<file path="config.mk">
export PLATFORM = sky130hd
export DESIGN_NAME = dac_ramp_sequencer
export DESIGN_NICKNAME = d
export VERILOG_FILES = /design/src/rtl/dac_ramp_sequencer.sv
export SDC_FILE = /design/constraint.sdc
export NUM_CORES = 1
export LEC_CHECK = 0
export BUFFER_PORTS_ARGS = -buffer_cell sky130_fd_sc_hd__buf_2
export CAP_MARGIN = 20
export CORE_MARGIN = 2
export CORE_UTILIZATION = 55
export DETAILED_ROUTE_END_ITERATION = 12
export MAX_ROUTING_LAYER = met4
export PLACE_DENSITY = 0.74
export SLEW_MARGIN = 20
export SYNTH_ARGS = -nofsm -noshare
export SYNTH_HDL_FRONTEND = slang
export SYNTH_SLANG_ARGS = --single-unit
</file>
<file path="constraint.sdc">
create_clock -name clk -period 10.4 [get_ports clk]
set_input_delay 0.52 -clock clk [delete_from_list [all_inputs] [get_ports clk]]
set_output_delay 0.52 -clock clk [all_outputs]
set_load 0.005 [all_outputs]
</file>
<file path="src/rtl/dac_ramp_sequencer.sv">
// dac_ramp_sequencer: queues ramp setpoint commands and sequences them into the DAC ramp generator
module dac_ramp_sequencer #(
    parameter int DEPTH    = 4,
    parameter int PRESCALE = 100,
    parameter int SETTLE   = 3
) (
    input  logic                      clk,
    input  logic                      nReset,
    input  logic                      enable,
    input  logic                      abort,
    input  logic                      cmd_valid,
    output logic                      cmd_ready,
    input  logic signed [15:0]        cmd_yset,
    input  logic signed [15:0]        cmd_rate,
    input  logic signed [15:0]        cmd_accel,
    input  logic signed [15:0]        cmd_round,
    input  logic        [15:0]        cmd_dwell,
    input  logic signed [31:0]        Yis,
    input  logic signed [31:0]        Ris,
    output logic                      timepulse,
    output logic signed [15:0]        Yset,
    output logic signed [15:0]        Rset,
    output logic signed [15:0]        RIset,
    output logic signed [15:0]        ROset,
    output logic [$clog2(DEPTH):0]    fill,
    output logic                      busy,
    output logic                      seq_done
);
    localparam int AW = $clog2(DEPTH);
    localparam int PW = $clog2(PRESCALE);
    localparam int SW = $clog2(SETTLE + 1);

    typedef enum logic [2:0] {S_IDLE, S_LOAD, S_RAMP, S_SETTLE, S_DWELL} state_t;

    state_t          state, nxt;
    logic [PW-1:0]   pre_cnt;
    logic [79:0]     mem [DEPTH];
    logic [79:0]     head;
    logic [AW-1:0]   wr_ptr, rd_ptr;
    logic [SW-1:0]   settle_cnt;
    logic [15:0]     dwell_cnt;
    logic            push, pop, arrived, sample;

    assign timepulse = enable && pre_cnt == PW'(PRESCALE - 1);
    assign cmd_ready = fill != (AW + 1)'(DEPTH) && !abort;
    assign push      = cmd_valid && cmd_ready;
    assign pop       = state == S_LOAD && !abort;
    assign head      = mem[rd_ptr];
    assign arrived   = Yis == {{16{Yset[15]}}, Yset} && Ris == '0;
    assign sample    = timepulse && arrived;
    assign busy      = state != S_IDLE;

    // Prescaler: free-runs while enabled, held at zero otherwise
    always_ff @(posedge clk or negedge nReset) begin
        if (!nReset) pre_cnt <= '0;
        else pre_cnt <= (!enable || timepulse) ? '0 : pre_cnt + 1'b1;
    end

    // Command storage; no reset needed since occupancy is tracked by fill
    always_ff @(posedge clk) begin
        if (push) mem[wr_ptr] <= {cmd_yset, cmd_rate, cmd_accel, cmd_round, cmd_dwell};
    end

    // FIFO pointers and occupancy; abort flushes the queue
    always_ff @(posedge clk or negedge nReset) begin
        if (!nReset) begin
            wr_ptr <= '0;
            rd_ptr <= '0;
            fill   <= '0;
        end else if (abort) begin
            wr_ptr <= '0;
            rd_ptr <= '0;
            fill   <= '0;
        end else begin
            wr_ptr <= wr_ptr + AW'(push);
            rd_ptr <= rd_ptr + AW'(pop);
            fill   <= fill + (AW + 1)'(push) - (AW + 1)'(pop);
        end
    end

    // State register
    always_ff @(posedge clk or negedge nReset) begin
        if (!nReset) state <= S_IDLE;
        else state <= nxt;
    end

    // Next-state: arrival only matters on timepulse cycles, abort overrides everything
    always_comb begin
        nxt = state;
        case (state)
            S_IDLE:   if (enable && fill != '0) nxt = S_LOAD;
            S_LOAD:   nxt = S_RAMP;
            S_RAMP:   if (sample) nxt = (SETTLE == 1) ? S_DWELL : S_SETTLE;
            S_SETTLE: if (timepulse) nxt = !arrived ? S_RAMP : (settle_cnt == SW'(SETTLE - 1)) ? S_DWELL : S_SETTLE;
            S_DWELL:  if (dwell_cnt == '0) nxt = (fill != '0) ? S_LOAD : S_IDLE;
            default:  nxt = S_IDLE;
        endcase
        if (abort) nxt = S_IDLE;
    end

    // Generator setpoints, settle/dwell counters and completion pulse
    always_ff @(posedge clk or negedge nReset) begin
        if (!nReset) begin
            Yset       <= '0;
            Rset       <= '0;
            RIset      <= '0;
            ROset      <= 16'sd1;
            settle_cnt <= '0;
            dwell_cnt  <= '0;
            seq_done   <= 1'b0;
        end else begin
            seq_done <= !abort && state == S_DWELL && dwell_cnt == '0 && fill == '0;
            if (abort) begin
                Yset <= Yis[15:0];
            end else if (state == S_LOAD) begin
                Yset       <= head[79:64];
                Rset       <= head[63:48];
                RIset      <= head[47:32];
                ROset      <= (head[31:16] == '0) ? 16'sd1 : head[31:16];
                dwell_cnt  <= head[15:0];
                settle_cnt <= '0;
            end else if (state == S_RAMP && sample) begin
                settle_cnt <= SW'(1);
            end else if (state == S_SETTLE && timepulse) begin
                settle_cnt <= arrived ? settle_cnt + 1'b1 : '0;
            end else if (state == S_DWELL && timepulse && dwell_cnt != '0) begin
                dwell_cnt <= dwell_cnt - 1'b1;
            end
        end
    end
endmodule

</file>
Word-level counts from Yosys, hierarchy flattened
Memory sizes are Yosys's and may differ from the RTL's. Cells that the tools add are included.

Add/sub/neg operators: 7. $mul: 0. Div/mod/pow operators: 0. Magnitude comparators: 0. Eq/ne operators: 14. Shifts and indexed selects: 0. Multiplexer cells: 26. Bitwise logic cells: 1. Reductions and logical operators: 32.

Operators by type and width (number): two-way mux 16 bit (7); equality test 32 bit (1); zero test 16 bit (2); zero test 32 bit (1); two-way mux 3 bit (8); nonzero test 16 bit (1); subtractor 16 x 1 -> 16 bit (second input constant) (1); != test 3 bit (second input constant) (5); case mux 3 bit (5 select lines) (1); logical AND 1 bit (14); two-way mux 2 bit (6); nonzero test 3 bit (3); AND reduction 4 bit (2); adder 7 x 1 -> 7 bit (second input constant) (1); equality test 7 bit (second input constant) (1); two-way mux 7 bit (1); equality test 3 x 2 -> 1 bit (second input constant) (2); zero test 3 bit (2); adder 2 x 1 -> 2 bit (2); != test 2 bit (second input constant) (2); AND reduction 2 bit (2); nonzero test 2 bit (2); adder 3 x 1 -> 3 bit (1); equality test 3 x 1 -> 1 bit (second input constant) (1); 8 further kinds (11).

Register bits after elaboration: 100. Latch bits: 0. RAM bits: 320. ROM bits: 0. Input port bits: 149. Output and inout bits: 71. Word-level logic and storage cells: 93. Memories kept: 1.

Memory list: mem (words 4, width 80, read ports 1, clocked after memory_dff 0, wr ports 1, RTL line 37) `logic [79:0] mem [DEPTH];`.

Logic depth before layout (Yosys ltp)
Depth after elaboration: 8. Gate-level depth with buffers: 14. Mapped depth without buffers: 11.

Least setup slack after synthesis
Ideal clock, no wire load.

Path kind: input to register. Start: in abort. End: mem mem[1][0] (enable). Library setup time: 0.633 ns. Arrival: 6.839 ns. Required time: 9.767 ns. Setup slack: 2.928 ns. Cell stages on the path: 4. Path buffers: 1. Cells stage by stage: buf_6 -> a21oi_1 -> nand2_1 -> nor3b_1.

Cells in the longest elaborated chain, start to end: 5.

RTL lines: start, declared (RTL line 10) `input logic abort,`; zero test 1 bit (RTL line 45) `assign cmd_ready = fill != (AW + 1)'(DEPTH) && !abort;`; logical AND 1 bit (RTL line 45); net cmd_ready (RTL line 12) `output logic cmd_ready,`; logical AND 1 bit (RTL line 46) `assign push = cmd_valid && cmd_ready;`; two-way mux 1 bit (RTL line 61) `if (push) mem[wr_ptr] <= {cmd_yset, cmd_rate, cmd_accel, cmd_round, cmd_dwell};`; two-way mux 1 bit (not written as such) (RTL line 61); end, declared (RTL line 37).

The timed path passes the listed nets, and every way through them passes these cells.

Worst setup path in the final report
Start: reg rd_ptr[0]. End: reg ROset[0].

Cells in the longest elaborated chain, start to end: 3.

RTL lines: start, declared (RTL line 39) `logic [AW-1:0] wr_ptr, rd_ptr;`; start signal, assigned (RTL line 76) `rd_ptr <= rd_ptr + AW'(pop);`; memory read (4 x 80 bit) *; zero test 16 bit (RTL line 119) `ROset <= (head[31:16] == '0) ? 16'sd1 : head[31:16];`; two-way mux 16 bit * (RTL line 119); end signal, assigned (RTL line 119); end, declared (RTL line 24) `output logic signed [15:0] ROset,`.

Every way passes the cells marked *; elsewhere a longest branch is shown, timed or not. A chain may end at the register's enable or synchronous reset.

==> results_dict.tcl <==
set metrics [dict create \
    worst_slew_pin_slew_ns 0.9895 \
    setup-tns-final_ns 0 \
    firstDrtPassIters 5 \
    worstSetupPathType "flip-flop to flip-flop" \
    crit_path_max_fanout 42 \
    post-route-period-util 0.3434 \
    area_growth_pct 17.55 \
    synth_cells 882 \
    clock_tree.buffer_depth 3 \
    multi_input_area_um2 4129 \
    htree_levels 2 \
    dieWidth_um 176.9 \
    synth_seq_cells 420 \
    port_buffers 219 \
    grt_max_degree 67 \
    cp.required_ns 10.85 \
    vdd_ir_drop_max_mv 0.1460 \
    start_util 0.5561 \
    clk-insertion-delay-late_ns 0.54 \
    synthesis.area_um2 16440 \
    arrival_ns 4.02 \
    drv_slew 0 \
    ys_async_sr_fraction 0.2381 \
    cts_hold_buffers 0 \
    synth_edf_count 320 \
    design.core.area_um2 29560 \
    antenna_found_initial 8 \
    place_congestion 0.7893 \
    powerDensity_nw_per_um2 224.0 \
    drt_iter0_markers 549 \
    maxCapViolations 0 \
    syn_nets 1039 \
    synth_cell_types 54 \
    p_leak_nw 6.870 \
    routed_wl_mm 33.11 \
    cts_resized 0 \
    fmax_mhz 280.0 \
    finalHoldViolCount 0 \
    fin_skew_ns 0.01960 \
    worstHoldPathType "input port to async pin" \
    clk_pin_slew_ns 0.06 \
    switching_power_mw 1.095 \
    rows 63 \
    io_pins 220 \
    synth_flop_cell "edfxtp_1" \
    slew_headroom 0.3403 \
    dp_cells 1464 \
    finalSetupViolCount 0 \
    grt_overflow 0 \
    grt_first_pass_wirelength_mm 51.03 \
    fp.dieArea_um2 31290 \
    dp_hpwl_mm 20.21 \
    startpoint "rd_ptr[0]" \
    n_fill_cell 2050 \
    final_core_util 0.6537 \
    clock_power_share 0.334 \
    ys_warn_count 0 \
    internal_power_mw 3.233 \
    die_h_um 176.9 \
    wl_per_cell_um 21.39 \
    endpoint_kind "flip-flop" \
    status "finished clean" \
    final_cell_count_no_fill 1548 \
    num_vias 8813 \
    ctsRootBufferMaster "clkbuf_16" \
    post-cts-setup-buffer-count 0 \
    power_frac_seq 0.499 \
    syn_avg_cell_area_um2 18.64 \
    hold_ws_ns 0.05515 \
    synth_seq_area_share 0.7369 \
    combPwrFrac 0.167 \
    cts_tree "done" \
    start_kind "flip-flop" \
    seq_area_um2 12120 \
    grt.total_usage 0.2229 \
    drive_gt1_frac 0.3739 \
    min_period_ns 3.572 \
    r2r-start "rd_ptr[0]" \
    fin_nets 1275 \
    viasPerCell 5.693 \
    grt_pass1_vias 9130 \
    rsz0062_at_grt "no" \
    switching_share 0.2530 \
    drtAntennaViolNets 0 \
    drc 0 \
    clock-sinks 420 \
    cts_buffers 42 \
    power_mw 4.328 \
]
## final timing paths
kind,endpoint,slack (ns),cells after the start
worst max-delay path,ROset[0],6.83,6
worst min-delay path,Rset[6],0.06,1
worst max register to register,ROset[0],6.83,6
worst min register to register,pre_cnt[0],0.49,1
max in group asynchronous,rd_ptr[0],9.04,2
min in group clk,mem[0][39],0.19,1
## per-stage QoR
step | instance area [um2] | setup WS (ns)
6_report | 19320 | 6.828
5_1_grt | 19320 | 6.462
4_1_cts | 19300 | 6.679
3_5_place_dp | 17980 | 6.728
3_3_place_gp | 17980 | 6.754
2_1_floorplan | 16440 | 2.928
## kinds of logic (layout without fill, tap and decap cells)
| logic type | Yosys count | in the layout | share of synthesized area |
|---|---|---|---|
| flops | 420 | 420 | 0.7369 |
| simple gates | 151 | 151 | 0.04787 |
| mux | 143 | 143 | 0.1515 |
| compound gates | 82 | 82 | 0.02976 |
| buf+inv | 53 | 321 | 0.01408 |
| xor+xnor | 25 | 25 | 0.01332 |
| fa+ha+maj | 8 | 8 | 0.006546 |
| other cells | 0 | 8 | 0 |
## layout make-up
type / instances / area share
Sequential cell: 420 / 0.6272
Multi-Input combinational cell: 409 / 0.2137
Timing Repair Buffer: 231 / 0.06151
Clock buffer: 64 / 0.06022
Tap cell: 390 / 0.02525
Clock inverter: 12 / 0.008353
Inverter: 14 / 0.002720
Antenna cell: 8 / 0.001036
## metal layers
metal,share of wire,track usage,vias to the layer above
met5,0,-,-
li1,-,-,4007
met4,0.016,0.04442,0
met3,0.078,0.06164,39
met2,0.50,0.3670,303
met1,0.41,0.2821,4464
## state kept, by name, indices dropped and copies added (netlist names), 3 cells and up
register   cells
mem          320
pre_cnt        7
ROset         16
dwell_cnt     16
fill           3
RIset         16
Yset          16
state          3
Rset          16
## cell usage in the layout (no fill, tap or decap), types with 3 or more instances in the layout
cell | netlist | final
nor2_1 | 43 | 41
edfxtp_1 | 320 | 320
mux2_2 | 47 | 47
nand2b_1 | 3 | 3
diode_2 | 0 | 8
nand3_1 | 9 | 9
bufinv_16 | 0 | 3
clkbuf_8 | 0 | 3
nor3_1 | 12 | 11
a22oi_1 | 4 | 4
nand4_1 | 12 | 12
xor2_1 | 3 | 3
buf_4 | 1 | 13
ha_1 | 7 | 7
o21ai_0 | 34 | 34
or3_1 | 5 | 5
mux4_2 | 80 | 80
clkinv_1 | 0 | 4
or2_2 | 3 | 3
mux2i_1 | 16 | 16
clkbuf_16 | 0 | 42
buf_2 | 11 | 218
dfrtp_1 | 99 | 97
a21oi_1 | 20 | 20
or4_1 | 6 | 6
nor2b_1 | 3 | 3
xnor2_1 | 22 | 22
clkbuf_1 | 24 | 19
nand2_1 | 26 | 26
o21ai_1 | 4 | 4
inv_1 | 14 | 14
nor4_1 | 19 | 19
## critical path, stage by stage (launching register included)
cell and delay (ns):
dfrtp_4 0.97, buf_4 0.81, mux4_2 0.61, or4_1 0.56, nor4_1 0.20, a31oi_1 0.12
a21oi_1 0.20
## synth_stat cells (14+ instances only)
master      n  area [um2]
a21oi_1    20       100.1
clkbuf_1   24       90.09
dfrtp_1    99        2477
edfxtp_1  320        9609
inv_1      14       52.55
mux2_2     47       529.3
mux2i_1    16       160.2
mux4_2     80        1802
nand2_1    26       97.59
nor2_1     43       161.4
nor4_1     19       118.9
o21ai_0    34       170.2
xnor2_1    22       192.7
## power by group through the flow
stage                     registers, mW  logic (mW)  clock network, mW
after global routing               2.19       0.798               1.54
after CTS                          2.16       0.732               1.48
after detailed placement           2.19       0.725                  0
after global placement             2.18       0.705                  0
final                              2.16       0.722               1.44
after floorplan                    2.16       0.465                  0
No activity file was read; power rests on OpenSTA's default activity.
